==> src/rtl/bits_apb_host_if.sv <==
// bits_apb_host_if: bundles the BITS job command/response channels and the APB3 bus.
// Latency: none, wires only.
// Backpressure: carries cmd_valid/cmd_ready, rsp_valid/rsp_ready and APB pready unchanged.
//
// Modports: master = the host block (drives cmd_ready, rsp_*, busy, APB requests);
//           slave  = its environment (command source, result sink, APB completer).
interface bits_apb_host_if;
  // Job command channel
  logic        cmd_valid;
  logic        cmd_ready;
  logic [15:0] cmd_bytes;
  // Job response channel
  logic        rsp_valid;
  logic        rsp_ready;
  logic [15:0] rsp_version_sum;
  logic [63:0] rsp_value;
  logic        rsp_error;
  logic        busy;
  // APB3 initiator
  logic        psel;
  logic        penable;
  logic        pwrite;
  logic [5:0]  paddr;
  logic [31:0] pwdata;
  logic [31:0] prdata;
  logic        pready;
  logic        pslverr;

  modport master (
    input  cmd_valid, cmd_bytes, rsp_ready, prdata, pready, pslverr,
    output cmd_ready, rsp_valid, rsp_version_sum, rsp_value, rsp_error, busy,
           psel, penable, pwrite, paddr, pwdata
  );

  modport slave (
    output cmd_valid, cmd_bytes, rsp_ready, prdata, pready, pslverr,
    input  cmd_ready, rsp_valid, rsp_version_sum, rsp_value, rsp_error, busy,
           psel, penable, pwrite, paddr, pwdata
  );
endinterface

==> src/rtl/bits_apb_host.sv <==
// bits_apb_host: APB3 initiator running one BITS decode job (write length, start, poll done, read results).
// Latency: 13 cycles accept -> rsp_valid minimum (pready=1, done on first poll); each extra poll adds POLL_GAP+2.
// Backpressure: one job at a time (cmd_ready only while idle); results held on rsp_* until rsp_ready.
//
// Ports: clk; resetB (asynchronous, active-low); bus (bits_apb_host_if.master) carrying the
//   cmd_valid/cmd_ready/cmd_bytes request, rsp_valid/rsp_ready/rsp_* result, busy, and the APB3
//   initiator signals psel/penable/pwrite/paddr/pwdata/prdata/pready/pslverr.
// Build option: define BITS_HOST_TIMEOUT_EN to abort a job with rsp_error after TIMEOUT_POLLS
//   polls that did not see done; without it the host polls until done appears.
module bits_apb_host #(
  parameter int POLL_GAP      = 4,
  parameter int TIMEOUT_POLLS = 1024
) (
  input  logic            clk,
  input  logic            resetB,
  bits_apb_host_if.master bus
);

  typedef enum logic [3:0] {
    ST_IDLE,
    ST_WR_LEN,
    ST_WR_START,
    ST_POLL,
    ST_GAP,
    ST_RD_VSUM,
    ST_RD_HI,
    ST_RD_LO,
    ST_RESP
  } state_e;

  // BITS register word addresses
  localparam logic [5:0] A_CTRL = 6'h00;  // write bit0 = start, read bit8 = done
  localparam logic [5:0] A_LEN  = 6'h01;
  localparam logic [5:0] A_VSUM = 6'h02;
  localparam logic [5:0] A_HI   = 6'h04;
  localparam logic [5:0] A_LO   = 6'h05;

  // Gap counter is loaded with the last index and counts down to zero.
  localparam logic [15:0] GAP_LAST = 16'(POLL_GAP - 1);

  state_e      state_q,  state_d;
  logic        access_q, access_d;   // 0 = SETUP sub-phase, 1 = ACCESS sub-phase
  logic [15:0] bytes_q,  bytes_d;
  logic [15:0] vsum_q,   vsum_d;
  logic [63:0] value_q,  value_d;
  logic        err_q,    err_d;
  logic [15:0] gap_q,    gap_d;

`ifdef BITS_HOST_TIMEOUT_EN
  localparam logic [15:0] TO_LIMIT = 16'(TIMEOUT_POLLS);
  logic [15:0] polls_q, polls_d;     // completed polls that returned done=0
`else
  // The watchdog bound only matters when the timeout logic is built in.
  if (TIMEOUT_POLLS < 0) begin : g_timeout_unused
  end
`endif

  logic        apb_st;
  logic        timed_out;

  logic        psel;
  logic        penable;
  logic        pwrite;
  logic [5:0]  paddr;
  logic [31:0] pwdata;

  // ---------------------------------------------------------------------------
  // State registers
  // ---------------------------------------------------------------------------
  always_ff @(posedge clk or negedge resetB) begin
    if (!resetB) begin
      state_q  <= ST_IDLE;
      access_q <= 1'b0;
      bytes_q  <= '0;
      vsum_q   <= '0;
      value_q  <= '0;
      err_q    <= 1'b0;
      gap_q    <= '0;
`ifdef BITS_HOST_TIMEOUT_EN
      polls_q  <= '0;
`endif
    end else begin
      state_q  <= state_d;
      access_q <= access_d;
      bytes_q  <= bytes_d;
      vsum_q   <= vsum_d;
      value_q  <= value_d;
      err_q    <= err_d;
      gap_q    <= gap_d;
`ifdef BITS_HOST_TIMEOUT_EN
      polls_q  <= polls_d;
`endif
    end
  end

  // ---------------------------------------------------------------------------
  // Next state
  // ---------------------------------------------------------------------------
  always_comb begin
    state_d   = state_q;
    access_d  = access_q;
    bytes_d   = bytes_q;
    vsum_d    = vsum_q;
    value_d   = value_q;
    err_d     = err_q;
    gap_d     = gap_q;
    timed_out = 1'b0;
`ifdef BITS_HOST_TIMEOUT_EN
    polls_d   = polls_q;
`endif

    case (state_q)
      ST_IDLE: begin
        if (bus.cmd_valid) begin
          // New job: results from the previous job are discarded here.
          bytes_d  = bus.cmd_bytes;
          vsum_d   = '0;
          value_d  = '0;
          err_d    = 1'b0;
          access_d = 1'b0;
`ifdef BITS_HOST_TIMEOUT_EN
          polls_d  = '0;
`endif
          state_d  = ST_WR_LEN;
        end
      end

      ST_GAP: begin
        if (gap_q == 16'd0) begin
          state_d = ST_POLL;
        end else begin
          gap_d = gap_q - 16'd1;
        end
      end

      ST_RESP: begin
        if (bus.rsp_ready) begin
          state_d = ST_IDLE;
        end
      end

      ST_WR_LEN, ST_WR_START, ST_POLL, ST_RD_VSUM, ST_RD_HI, ST_RD_LO: begin
        if (!access_q) begin
          access_d = 1'b1;
        end else if (bus.pready) begin
          // Transfer completes; the next SETUP (if any) starts next cycle.
          access_d = 1'b0;
          if (bus.pslverr) begin
            err_d   = 1'b1;
            state_d = ST_RESP;
          end else begin
            case (state_q)
              ST_WR_LEN:   state_d = ST_WR_START;
              ST_WR_START: state_d = ST_POLL;
              ST_POLL: begin
                if (bus.prdata[8]) begin
                  state_d = ST_RD_VSUM;
                end else begin
`ifdef BITS_HOST_TIMEOUT_EN
                  polls_d   = polls_q + 16'd1;
                  timed_out = (polls_d == TO_LIMIT);
`endif
                  if (timed_out) begin
                    err_d   = 1'b1;
                    vsum_d  = '0;
                    value_d = '0;
                    state_d = ST_RESP;
                  end else if (POLL_GAP == 0) begin
                    state_d = ST_POLL;
                  end else begin
                    gap_d   = GAP_LAST;
                    state_d = ST_GAP;
                  end
                end
              end
              ST_RD_VSUM: begin
                vsum_d  = bus.prdata[15:0];
                state_d = ST_RD_HI;
              end
              ST_RD_HI: begin
                value_d[63:32] = bus.prdata;
                state_d        = ST_RD_LO;
              end
              ST_RD_LO: begin
                value_d[31:0] = bus.prdata;
                state_d       = ST_RESP;
              end
              default: state_d = ST_IDLE;
            endcase
          end
        end
      end

      default: begin
        access_d = 1'b0;
        state_d  = ST_IDLE;
      end
    endcase
  end

  // ---------------------------------------------------------------------------
  // APB request decode: everything is zero outside a transfer, and address,
  // direction and write data depend on state only, so they stay stable from
  // SETUP through the end of ACCESS.
  // ---------------------------------------------------------------------------
  always_comb begin
    apb_st  = (state_q == ST_WR_LEN)  || (state_q == ST_WR_START) ||
              (state_q == ST_POLL)    || (state_q == ST_RD_VSUM)  ||
              (state_q == ST_RD_HI)   || (state_q == ST_RD_LO);
    psel    = apb_st;
    penable = apb_st && access_q;
    pwrite  = 1'b0;
    paddr   = '0;
    pwdata  = '0;
    case (state_q)
      ST_WR_LEN: begin
        pwrite = 1'b1;
        paddr  = A_LEN;
        pwdata = {16'h0000, bytes_q};
      end
      ST_WR_START: begin
        pwrite = 1'b1;
        paddr  = A_CTRL;
        pwdata = 32'h0000_0001;
      end
      ST_POLL:    paddr = A_CTRL;
      ST_RD_VSUM: paddr = A_VSUM;
      ST_RD_HI:   paddr = A_HI;
      ST_RD_LO:   paddr = A_LO;
      default: begin
        pwrite = 1'b0;
        paddr  = '0;
      end
    endcase
  end

  assign bus.psel            = psel;
  assign bus.penable         = penable;
  assign bus.pwrite          = pwrite;
  assign bus.paddr           = paddr;
  assign bus.pwdata          = pwdata;

  assign bus.cmd_ready       = (state_q == ST_IDLE);
  assign bus.busy            = (state_q != ST_IDLE);
  assign bus.rsp_valid       = (state_q == ST_RESP);
  assign bus.rsp_version_sum = vsum_q;
  assign bus.rsp_value       = value_q;
  assign bus.rsp_error       = err_q;

endmodule
==> src/flat_wrapper.sv <==
// flat-port wrapper written by rule: the top's interface ports become plain ports
module bits_apb_host_flat 
#(
  parameter int POLL_GAP      = 4,
  parameter int TIMEOUT_POLLS = 1024
)
  (clk, resetB, bus_cmd_valid, bus_cmd_bytes, bus_rsp_ready, bus_prdata, bus_pready, bus_pslverr, bus_cmd_ready, bus_rsp_valid, bus_rsp_version_sum, bus_rsp_value, bus_rsp_error, bus_busy, bus_psel, bus_penable, bus_pwrite, bus_paddr, bus_pwdata);
  bits_apb_host_if bus_i ();
  input  logic clk;
  input  logic resetB;
  input wire logic [$bits(bus_i.cmd_valid)-1:0] bus_cmd_valid;
  input wire logic [$bits(bus_i.cmd_bytes)-1:0] bus_cmd_bytes;
  input wire logic [$bits(bus_i.rsp_ready)-1:0] bus_rsp_ready;
  input wire logic [$bits(bus_i.prdata)-1:0] bus_prdata;
  input wire logic [$bits(bus_i.pready)-1:0] bus_pready;
  input wire logic [$bits(bus_i.pslverr)-1:0] bus_pslverr;
  output wire logic [$bits(bus_i.cmd_ready)-1:0] bus_cmd_ready;
  output wire logic [$bits(bus_i.rsp_valid)-1:0] bus_rsp_valid;
  output wire logic [$bits(bus_i.rsp_version_sum)-1:0] bus_rsp_version_sum;
  output wire logic [$bits(bus_i.rsp_value)-1:0] bus_rsp_value;
  output wire logic [$bits(bus_i.rsp_error)-1:0] bus_rsp_error;
  output wire logic [$bits(bus_i.busy)-1:0] bus_busy;
  output wire logic [$bits(bus_i.psel)-1:0] bus_psel;
  output wire logic [$bits(bus_i.penable)-1:0] bus_penable;
  output wire logic [$bits(bus_i.pwrite)-1:0] bus_pwrite;
  output wire logic [$bits(bus_i.paddr)-1:0] bus_paddr;
  output wire logic [$bits(bus_i.pwdata)-1:0] bus_pwdata;
  assign bus_i.cmd_valid = bus_cmd_valid;
  assign bus_i.cmd_bytes = bus_cmd_bytes;
  assign bus_i.rsp_ready = bus_rsp_ready;
  assign bus_i.prdata = bus_prdata;
  assign bus_i.pready = bus_pready;
  assign bus_i.pslverr = bus_pslverr;
  assign bus_cmd_ready = bus_i.cmd_ready;
  assign bus_rsp_valid = bus_i.rsp_valid;
  assign bus_rsp_version_sum = bus_i.rsp_version_sum;
  assign bus_rsp_value = bus_i.rsp_value;
  assign bus_rsp_error = bus_i.rsp_error;
  assign bus_busy = bus_i.busy;
  assign bus_psel = bus_i.psel;
  assign bus_penable = bus_i.penable;
  assign bus_pwrite = bus_i.pwrite;
  assign bus_paddr = bus_i.paddr;
  assign bus_pwdata = bus_i.pwdata;
  bits_apb_host #(.POLL_GAP(POLL_GAP), .TIMEOUT_POLLS(TIMEOUT_POLLS)) u_core (.clk(clk), .resetB(resetB), .bus(bus_i));
endmodule
==> config.mk <==
export PLATFORM = sky130hd
export DESIGN_NAME = bits_apb_host_flat
export DESIGN_NICKNAME = d
export VERILOG_FILES = /design/src/rtl/bits_apb_host_if.sv /design/src/rtl/bits_apb_host.sv /design/src/flat_wrapper.sv
export SDC_FILE = /design/constraint.sdc
export NUM_CORES = 1
export LEC_CHECK = 0
export BUFFER_PORTS_ARGS = -buffer_cell sky130_fd_sc_hd__buf_2
export CAP_MARGIN = 15
export CORE_ASPECT_RATIO = 1.75
export CORE_UTILIZATION = 35
export DETAILED_ROUTE_END_ITERATION = 10
export GPL_ROUTABILITY_DRIVEN = 0
export PLACE_DENSITY = 0.64
export SYNTH_ARGS = -nofsm -noshare
export SYNTH_HDL_FRONTEND = slang
export SYNTH_SLANG_ARGS = --single-unit
==> constraint.sdc <==
create_clock -name clk -period 2.3 [get_ports clk]
set_clock_uncertainty 0.1 [all_clocks]
set_input_delay 0.46 -clock clk [delete_from_list [all_inputs] [get_ports clk]]
set_output_delay 0.46 -clock clk [all_outputs]
set_load 0.02 [all_outputs]
==> results.md, run 1 <==
- Antenna-violating nets left: 0
- IO Port Bufs: 159
- GRT Total Usage: 17.7%
- CP bufs+invs: 2
- Period utilization: 96.9%
- Slowest CP cell: dfrtp_2
- #FFs+latches synth: 118
- Max-slew violations: 0
- Iteration-0 DRC Markers: 127
- Met2 GRT Util: 33.3%
- Post-Syn Area: 5570 sq um
- FFs w/ async S/R, synth: 100%
- Most common cell in the netlist: dfrtp_1
- Worst Setup End Kind: output port
- CP Data Arrival Time: 1.67 ns
- Worst slew pin tran: 0.590 ns
- Seq/Total Area, Yosys: 53.0%
- Num CTS Buffers: 17
- NumNets Final: 699
- Pwr per Cell Area: 1600 nW/um^2
- N_diodes: 0
- Initial cell density of the core: 36.0%
- Pint: 7260 uW
- Post-synth EDFFs: 0
- Area grow syn2layout: 34.0%
- Leak pwr: 0.00376 uW
- Critical path startpoint category: register
- Reg power frac: 29.3%
- Power Total: 11900 uW
- Largest net degree at the start of global routing: 43
- Initial antenna violation count: 0
- Worst vdd rail ir drop: 0.000835 V
- Sw Ratio: 39.1%
- Clk Tree Root Cell: clkbuf_16
- Final WL: 14200 microns
- Clock Sinks: 118
- Latest clock arrival within the worst-skew pair: 0.41 ns
- Post-detailed-route via-to-cell ratio: 5.13
- Clock Power Share: 23.2%
- Worst path required time: 1.74 ns
- Die Ht: 169 microns
- Area leader, netlist: dfrtp_1
- Per-cell routed wire length: 16.9 microns
- Chip Width: 97.4 microns
- M3 GR Usage: 3.55%
- Overflow after GRT: 0
- Top delay family on crit path: simple AND/OR/NAND/NOR gates
- Cells after Synth: 456
- DPL Wire Length: 10000 microns
- Syn_area_per_cell: 12.2 sq um
- Vias in the first global route: 4552
- Post-route DRC: 0
- Slew headroom: 60.7%
- Met1 Usage GRT: 17.5%
- Layout cells sized above 1: 52.0%
- Comb pwr share: 47.5%
- Synth top area cells: dfrtp_1, mux2_2, and2_1
- Status: finished clean
- Slowest stage delay, CP: 0.45 ns
- Top_reg_cell synth: dfrtp_1
- Net Switching: 4650 uW
- Hold Crit Class: in2reg
- # setup viols final: 0
- # rows: 60
- Yosys top cell area share: 53.0%
- H-tree depth: 4
- Cell chain of the critical path: or2_4, nor2_4, buf_6, and2_1, buf_4
- Max Buffers Root-to-Sink: 2
- CTS tree: yes
- Fmax: 0.449 GHz
- Worst Path Max Fanout: 8
- Core Util, Final: 48.3%
- Clock transition at path regs: 0.06 ns
- IO Pins: 179
- Commonest cells in the synthesized netlist: dfrtp_1, mux2_2, and2_1
- DR vias: 4321
- First-pass DRT Iterations: 4
- Crit path kind: reg2out
- First-pass GRT wire length: 22900 microns
- Tmin final: 2.23 ns
- Final Hold Viols: 0
- Total die area: 16400 sq um
- Max Cap Violations: 0
- Yosys warns: 0
- Core box area: 15500 sq um
- Global routing's busiest layer: met2
- Cell variety after synth: 49
per-stage QoR:
stage | area, sq um | TNS (ns) | setup WS [ns] | hold slack [ns] | instances
6_report | 7460 | 0 | 0.0708 | 0.136 | 842
3_5_place_dp | 6680 | 0 | 0.164 | 0.388 | 801
2_1_floorplan | 5640 | 0 | 0.0927 | 0.0644 | 474
3_3_place_gp | 6680 | 0 | 0.201 | 0.376 | 801
5_1_grt | 7460 | -0.000884 | -0.000884 | 0.145 | 842
4_1_cts | 7390 | 0 | 0.000418 | 0.114 | 838
logic make-up (layout without fill, tap and decap cells):
| group | after synthesis | after routing | synth area share, % |
|---|---|---|---|
| adders and majority gates | 2 | 2 | 0.449 |
| AOI/OAI and AO/OA | 61 | 61 | 7.37 |
| buffers and inverters | 57 | 239 | 5.57 |
| and+or+nand+nor | 118 | 118 | 13.0 |
| xor gates and xnor gates | 1 | 1 | 0.157 |
| DFF | 118 | 118 | 53.0 |
| muxes | 98 | 98 | 20.3 |
| other | 1 | 19 | 0.0673 |
cell type report:
type                            instances  area [sq um]
Clock buffer                           17           425
Clock inverter                         15           190
Fill cell                            1396          8000
Inverter                               11          41.3
Multi-Input combinational cell        299          2410
Sequential cell                       118          2960
Tap cell                              186           233
Timing Repair Buffer                  196          1210
final timing paths:
| check | from | end | slack (ns) | cells after the start |
|---|---|---|---|---|
| min in group asynchronous | resetB | u_core.access_q | 0.49 | 2 |
| setup reg to reg | u_core.state_q[1] | u_core.bus.rsp_value[43] | 0.12 | 7 |
| max in group asynchronous | resetB | u_core.state_q[3] | 0.97 | 3 |
| setup / recovery | u_core.state_q[3] | bus_pwdata[10] | 0.07 | 5 |
| hold / removal | bus_rsp_ready | u_core.state_q[3] | 0.14 | 2 |
| hold reg to reg | u_core.bus.rsp_value[0] | u_core.bus.rsp_value[0] | 0.40 | 1 |
power groups by stage:
stage / clock network, uW / registers, uW / logic (uW)
detailed placement: 0 / 3520 / 5380
global route: 2930 / 3600 / 6080
floorplan: 0 / 4010 / 3030
CTS: 2850 / 3480 / 5580
finish: 2760 / 3490 / 5660
global placement: 0 / 3470 / 5240
cells in the final DEF (no fill, tap or decap), types with 5 or more instances in the layout:
cell | netlist | layout
buf_4 | 20 | 42
conb_1 | 1 | 19
clkbuf_16 | 0 | 17
mux2_4 | 8 | 8
buf_2 | 11 | 143
inv_1 | 10 | 9
inv_6 | 0 | 5
a21oi_1 | 12 | 12
nor3_1 | 9 | 7
a31oi_1 | 12 | 12
nand2_1 | 8 | 8
mux2_2 | 87 | 87
dfrtp_1 | 118 | 116
nand3_1 | 8 | 8
nor2_1 | 7 | 6
a21o_1 | 5 | 5
buf_12 | 0 | 6
o21ai_0 | 7 | 6
and2_1 | 49 | 48
what timing repair did:
action                     in CTS  in global routing
pin swaps                       0                  2
hold endpoints to repair       39                  0
buffers inserted                3                  4
resized for setup              22                 14
cloned                          1                  0
hold buffers                    1                  0
setup endpoints to repair      18                 18
metal layers:
metal,share of wire (%),up-vias
met5,0,-
met4,5.0,0
met3,4.5,52
met2,56,171
met1,35,2129
li1,-,1969
state kept, by name (all words and copies together) (netlist names):
name,cells
u_core.bus.rsp_value,64
u_core.bus.rsp_version_sum,16
u_core.bytes_q,16
u_core.gap_q,16
u_core.state_q,4
u_core.access_q,1
u_core.bus.rsp_error,1
No activity file was read; power rests on OpenSTA's default activity.
==> inputs of run 2 (changes only) <==
--- a/config.mk
+++ b/config.mk
@@ -9,4 +9,5 @@
 export CAP_MARGIN = 15
 export CORE_ASPECT_RATIO = 1.75
+export CORE_MARGIN = 5
 export CORE_UTILIZATION = 35
 export DETAILED_ROUTE_END_ITERATION = 10
==> constraint.sdc (replaced) <==
create_clock -name clk -period 2.3 [get_ports clk]
set_clock_uncertainty 0.1 [all_clocks]
set_input_delay 0.23 -clock clk [delete_from_list [all_inputs] [get_ports clk]]
set_output_delay 0.23 -clock clk [all_outputs]
set_load 0.02 [all_outputs]
==> results.md, run 2 (synthesized netlist as in run 1, its figures left out) <==
- Status: finished clean
- # setup viols final: 0 (unchanged)
- Latest clock arrival within the worst-skew pair: 0.41 ns (about the same)
- Largest net degree at the start of global routing: 119 (+180%)
- Clock Sinks: 118 (unchanged)
- GRT Total Usage: 16.0% (-1.7 points)
- Dpl ws: 0.149 ns (-0.0142 ns)
- Leak pwr: 0.00376 uW (about the same)
- Global routing's busiest layer: met2
- Overflow after GRT: 0 (unchanged)
- Clock transition at path regs: 0.06 ns (about the same)
- Chip Width: 105 microns (+8.2%)
- Leading cell types in the layout, fill and taps excluded: buf_2, dfrtp_1, mux2_2
- Final WL: 14700 microns (+3.1%)
- Core box area: 15800 sq um (+2.2%)
- Power Total: 11700 uW (-1.6%)
- Fmax: 0.452 GHz (+0.87%)
- Met1 Usage GRT: 16.0% (-1.5 points)
- Iteration-0 DRC Markers: 257 (+100%)
- CTS tree: yes
- Max Cap Violations: 0 (unchanged)
- # rows: 61 (+1.7%)
- Crit path kind: reg2out
- Period utilization: 96.1% (-0.84 points)
- DR vias: 4330 (+0.21%)
- Worst Setup End Kind: output port
- Design area: 7480 sq um (+0.15%)
- Antenna-violating nets left: 0 (unchanged)
- Slew headroom: 56.2% (-4.5 points)
- Die Ht: 177 microns (+4.7%)
- Vias in the first global route: 4725 (+3.8%)
- NumNets Final: 704 (+0.72%)
- N_diodes: 0 (unchanged)
- CP Data Arrival Time: 1.88 ns (+0.21 ns)
- Slowest CP cell: dfrtp_1
- Layout Cells excl Fill: 850 (+0.95%)
- M3 GR Usage: 3.61% (+0.064 points)
- Setup ws final: 0.0900 ns (+0.0192 ns)
- Hold Crit Class: in2reg
- Clk Tree Root Cell: clkbuf_16
- Worst slew pin tran: 0.657 ns (+0.0669 ns)
- Worst vdd rail ir drop: 0.000690 V (-17%)
- Max-slew violations: 0 (unchanged)
- Final Hold Viols: 0 (unchanged)
- Worst path required time: 1.97 ns (+0.23 ns)
- Initial cell density of the core: 35.2% (-0.76 points)
- IO Port Bufs: 159 (unchanged)
- Setup total negative slack: 0 ns (unchanged)
- Max Buffers Root-to-Sink: 2 (unchanged)
- First-pass GRT wire length: 23700 microns (+3.5%)
- H-tree depth: 4 (unchanged)
- Per-cell routed wire length: 17.3 microns (+2.1%)
- DPL Wire Length: 10300 microns (+2.6%)
- Pwr per Cell Area: 1570 nW/um^2 (-1.8%)
- Total die area: 18600 sq um (+13%)
- # fillers: 1450 (+3.9%)
- Post-route DRC: 0 (unchanged)
- Initial antenna violation count: 0 (unchanged)
- Tmin final: 2.21 ns (-0.0192 ns)
- Area grow syn2layout: 34.2%
- Critical path startpoint category: register
- Placed inst area: 6610 sq um (-0.99%)
- Post-detailed-route via-to-cell ratio: 5.09 (-0.73%)
- Worst Path Max Fanout: 17 (+9)
- Num CTS Buffers: 17 (unchanged)
- Cells after DPL: 798 (-0.37%)
- IO Pins: 179 (unchanged)
- First-pass DRT Iterations: 4 (unchanged)
- Layout cells sized above 1: 49.2% (-2.8 points)
- Slowest stage delay, CP: 0.37 ns (-0.08 ns)
- Cell chain of the critical path: buf_4, or2_2, nor2_2, buf_6, and2_1, buf_2
- Met2 GRT Util: 30.1% (-3.2 points)
- Most common cell after layout, fill and taps aside: buf_2
- Max FFs per register: 64 (unchanged)
run 2: power by group:
part / leakage (uW) / total, uW / internal (uW) / switching [uW]
Combinational: 0.00197 / 5340 / 2360 / 2980
Clock: 0.000315 / 2880 / 1840 / 1040
Sequential: 0.00148 / 3510 / 2930 / 575
Total: 0.00376 / 11700 / 7130 / 4590
run 2: repair_timing:
item / in CTS / in global routing
gates resized for setup: 3 / 9
endpoints found under the setup margin: 3 / 17
hold buffers: 18 / 0
buffers inserted: 0 / 2
endpoints found under the hold margin: 135 / 0
run 2: metal layers:
metal	vias to the layer above	routed length [microns]	share of wire [%]
met5	-	0	0
met4	0	466	3.2
met3	32	802	5.5
met1	2146	5170	35
li1	1987	-	-
met2	165	8230	56
run 2: final timing paths:
check | cells past startpoint | slack (ns) | endpoint | start
max reg2reg | 7 | 0.10 | u_core.gap_q[10] | u_core.gap_q[0]
max in group asynchronous | 3 | 1.22 | u_core.bus.rsp_value[16] | resetB
min reg2reg | 1 | 0.40 | u_core.bus.rsp_version_sum[4] | u_core.bus.rsp_version_sum[4]
max | 6 | 0.09 | bus_pwdata[2] | u_core.state_q[2]
min in group asynchronous | 3 | 0.36 | u_core.bytes_q[14] | resetB
min | 4 | 0.07 | u_core.access_q | bus_cmd_valid
run 2: layout make-up:
type / instances / area, sq um / share of cell area (%)
multi-input combinational: 299 / 2390 / 31.9
tap: 189 / 236 / 3.16
inverter: 11 / 41.3 / 0.552
clock inverter: 15 / 215 / 2.88
sequential: 118 / 2960 / 39.5
timing repair buffer: 201 / 1210 / 16.3
clock buffer: 17 / 425 / 5.69
run 2: metrics by stage:
stage / utilization [%] / hold slack, ns
finish: 47.3 / 0.0715
global route: 47.3 / 0.0729
CTS: 47.1 / 0.0449
detailed placement: 41.8 / 0.273
global placement: 41.8 / 0.265
floorplan: - / -0.166
run 2: critical path, delay by kind of cell, from the launching register on:
family                 cells  cell delay, ns
buffers and inverters      3            0.52
and+or+nand+nor            3            0.58
DFF                        1            0.37
==> inputs of run 3 (changes only) <==
Settings changed: PLACE_DENSITY 0.64 to 0.6.
==> results.md, run 3 (synthesized netlist as in run 1, its figures left out) <==
- Slowest CP cell: dfrtp_1
- Dpl ws: 0.0331 ns (-0.116 ns)
- CP Data Arrival Time: 1.88 ns (about the same)
- Slew headroom: 65.9% (+9.6 points)
- Hold Crit Class: in2reg
- Worst vdd rail ir drop: 0.000677 V (-1.8%)
- Latest clock arrival within the worst-skew pair: 0.40 ns (about the same)
- Max-slew violations: 0 (unchanged)
- Setup crit start: u_core.state_q[2]
- Leak pwr: 0.00375 uW (-0.42%)
- Critical path startpoint category: register
- Final Hold Viols: 0 (unchanged)
- Largest net degree at the start of global routing: 45 (-62%)
- Power Total: 11600 uW (-1.1%)
- Area grow syn2layout: 33.9%
- Pwr per Cell Area: 1560 nW/um^2 (-0.82%)
- Layout cells sized above 1: 49.4% (+0.23 points)
- Initial cell density of the core: 35.2% (unchanged)
- Clk Tree Root Cell: clkbuf_16
- Leading cell types in the layout, fill and taps excluded: buf_2, dfrtp_1, mux2_2
- Fmax: 0.453 GHz (about the same)
- Final WL: 14800 microns (+1.3%)
- Antenna-violating nets left: 0 (unchanged)
- Max FFs per register: 64 (unchanged)
- CP bufs+invs: 3 (unchanged)
- IO Port Bufs: 159 (unchanged)
- Post-detailed-route via-to-cell ratio: 5.04 (-1.0%)
- Per-cell routed wire length: 17.5 microns (+1.4%)
- Crit path kind: reg2out
- Hold Startpoint: bus_cmd_valid
- Die Ht: 177 microns (unchanged)
- # setup viols final: 0 (unchanged)
- Setup ws final: 0.0910 ns (+0.000981 ns)
- CTS tree: yes
- Top delay family on crit path: simple AND/OR/NAND/NOR gates
- Tmin final: 2.21 ns (-0.000981 ns)
- First-pass GRT wire length: 23800 microns (+0.50%)
- # rows: 61 (unchanged)
- DPL Wire Length: 10600 microns (+3.5%)
- Period utilization: 96.0% (about the same)
- Chip Width: 105 microns (unchanged)
- Iteration-0 DRC Markers: 262 (+1.9%)
- Worst path required time: 1.97 ns (about the same)
- Total die area: 18600 sq um (unchanged)
- IO Pins: 179 (unchanged)
- Worst Setup End Kind: output port
- N_diodes: 0 (unchanged)
- Clock Sinks: 118 (unchanged)
- Num CTS Buffers: 17 (unchanged)
- Post-route DRC: 0 (unchanged)
- Core box area: 15800 sq um (unchanged)
- Initial antenna violation count: 0 (unchanged)
- Max Buffers Root-to-Sink: 2 (unchanged)
- Vias in the first global route: 4674 (-1.1%)
- Clock transition at path regs: 0.06 ns (about the same)
- Most common cell after layout, fill and taps aside: buf_2
- DR vias: 4280 (-1.2%)
- H-tree depth: 4 (unchanged)
- Slowest stage delay, CP: 0.38 ns (about the same)
- Max Cap Violations: 0 (unchanged)
- Worst Path Max Fanout: 17 (unchanged)
- Cell chain of the critical path: buf_4, or2_2, nor2_1, buf_6, and2_1, buf_2
- First-pass DRT Iterations: 4 (unchanged)
- Overflow after GRT: 0 (unchanged)
- RR Startpoint: u_core.gap_q[0]
- Worst slew pin tran: 0.512 ns (-0.145 ns)
- Status: finished clean
- NumNets Final: 703 (-0.14%)
- GRT Total Usage: 16.2% (+0.18 points)
- Core Util, Final: 47.2% (-0.13 points)
==> run 3: cell type report <==
class	count	area [sq um]
Clock inverter	15	191
Fill cell	1434	8340
Inverter	11	41.3
Clock buffer	17	425
Tap cell	189	236
Timing Repair Buffer	200	1200
Sequential cell	118	2960
Multi-Input combinational cell	299	2400
==> run 3: report_power, final <==
group	leakage [uW]	switching (uW)	internal, uW
Combinational	0.00196	2980	2340
Clock	0.000303	1020	1730
Sequential	0.00148	585	2930
Total	0.00375	4590	7010
==> run 3: final timing paths <==
check	to	slack, ns	cells past startpoint
max in group asynchronous	u_core.state_q[0]	1.23	3
worst min register to register	u_core.bytes_q[13]	0.40	1
worst min-delay path	u_core.access_q	0.05	4
min in group asynchronous	u_core.state_q[2]	0.25	2
worst max-delay path	bus_pwdata[4]	0.09	6
worst max register to register	u_core.gap_q[8]	0.11	6
==> run 3: tightest hold or removal path, delay by kind of cell <==
kind | cells | cell delay [ns]
buffers and inverters | 1 | 0.10
AOI/OAI and AO/OA | 1 | 0.06
and+or+nand+nor | 2 | 0.11
==> run 3: repair_timing <==
action / in CTS / in global routing
buffers inserted: 0 / 1
endpoints found under the hold margin: 50 / 0
hold buffers: 18 / 0
gates resized for setup: 3 / 6
setup endpoints to repair: 13 / 22
==> run 3: per-stage QoR <==
stage | cell area [sq um] | setup TNS [ns] | hold WS (ns) | instances
floorplan | 5640 | 0 | -0.166 | 474
global placement | 6620 | 0 | 0.125 | 798
detailed placement | 6620 | 0 | 0.133 | 798
CTS | 7420 | 0 | 0.0319 | 848
global route | 7450 | -0.0531 | 0.0483 | 849
finish | 7450 | 0 | 0.0528 | 849
==> run 3: layer usage <==
layer | routed length (microns) | global-route usage (%) | vias up
met5 | 0 | 0 | -
met4 | 527 | 8.76 | 0
met3 | 682 | 3.40 | 31
met2 | 8470 | 30.6 | 139
met1 | 5170 | 16.3 | 2134
li1 | - | - | 1976
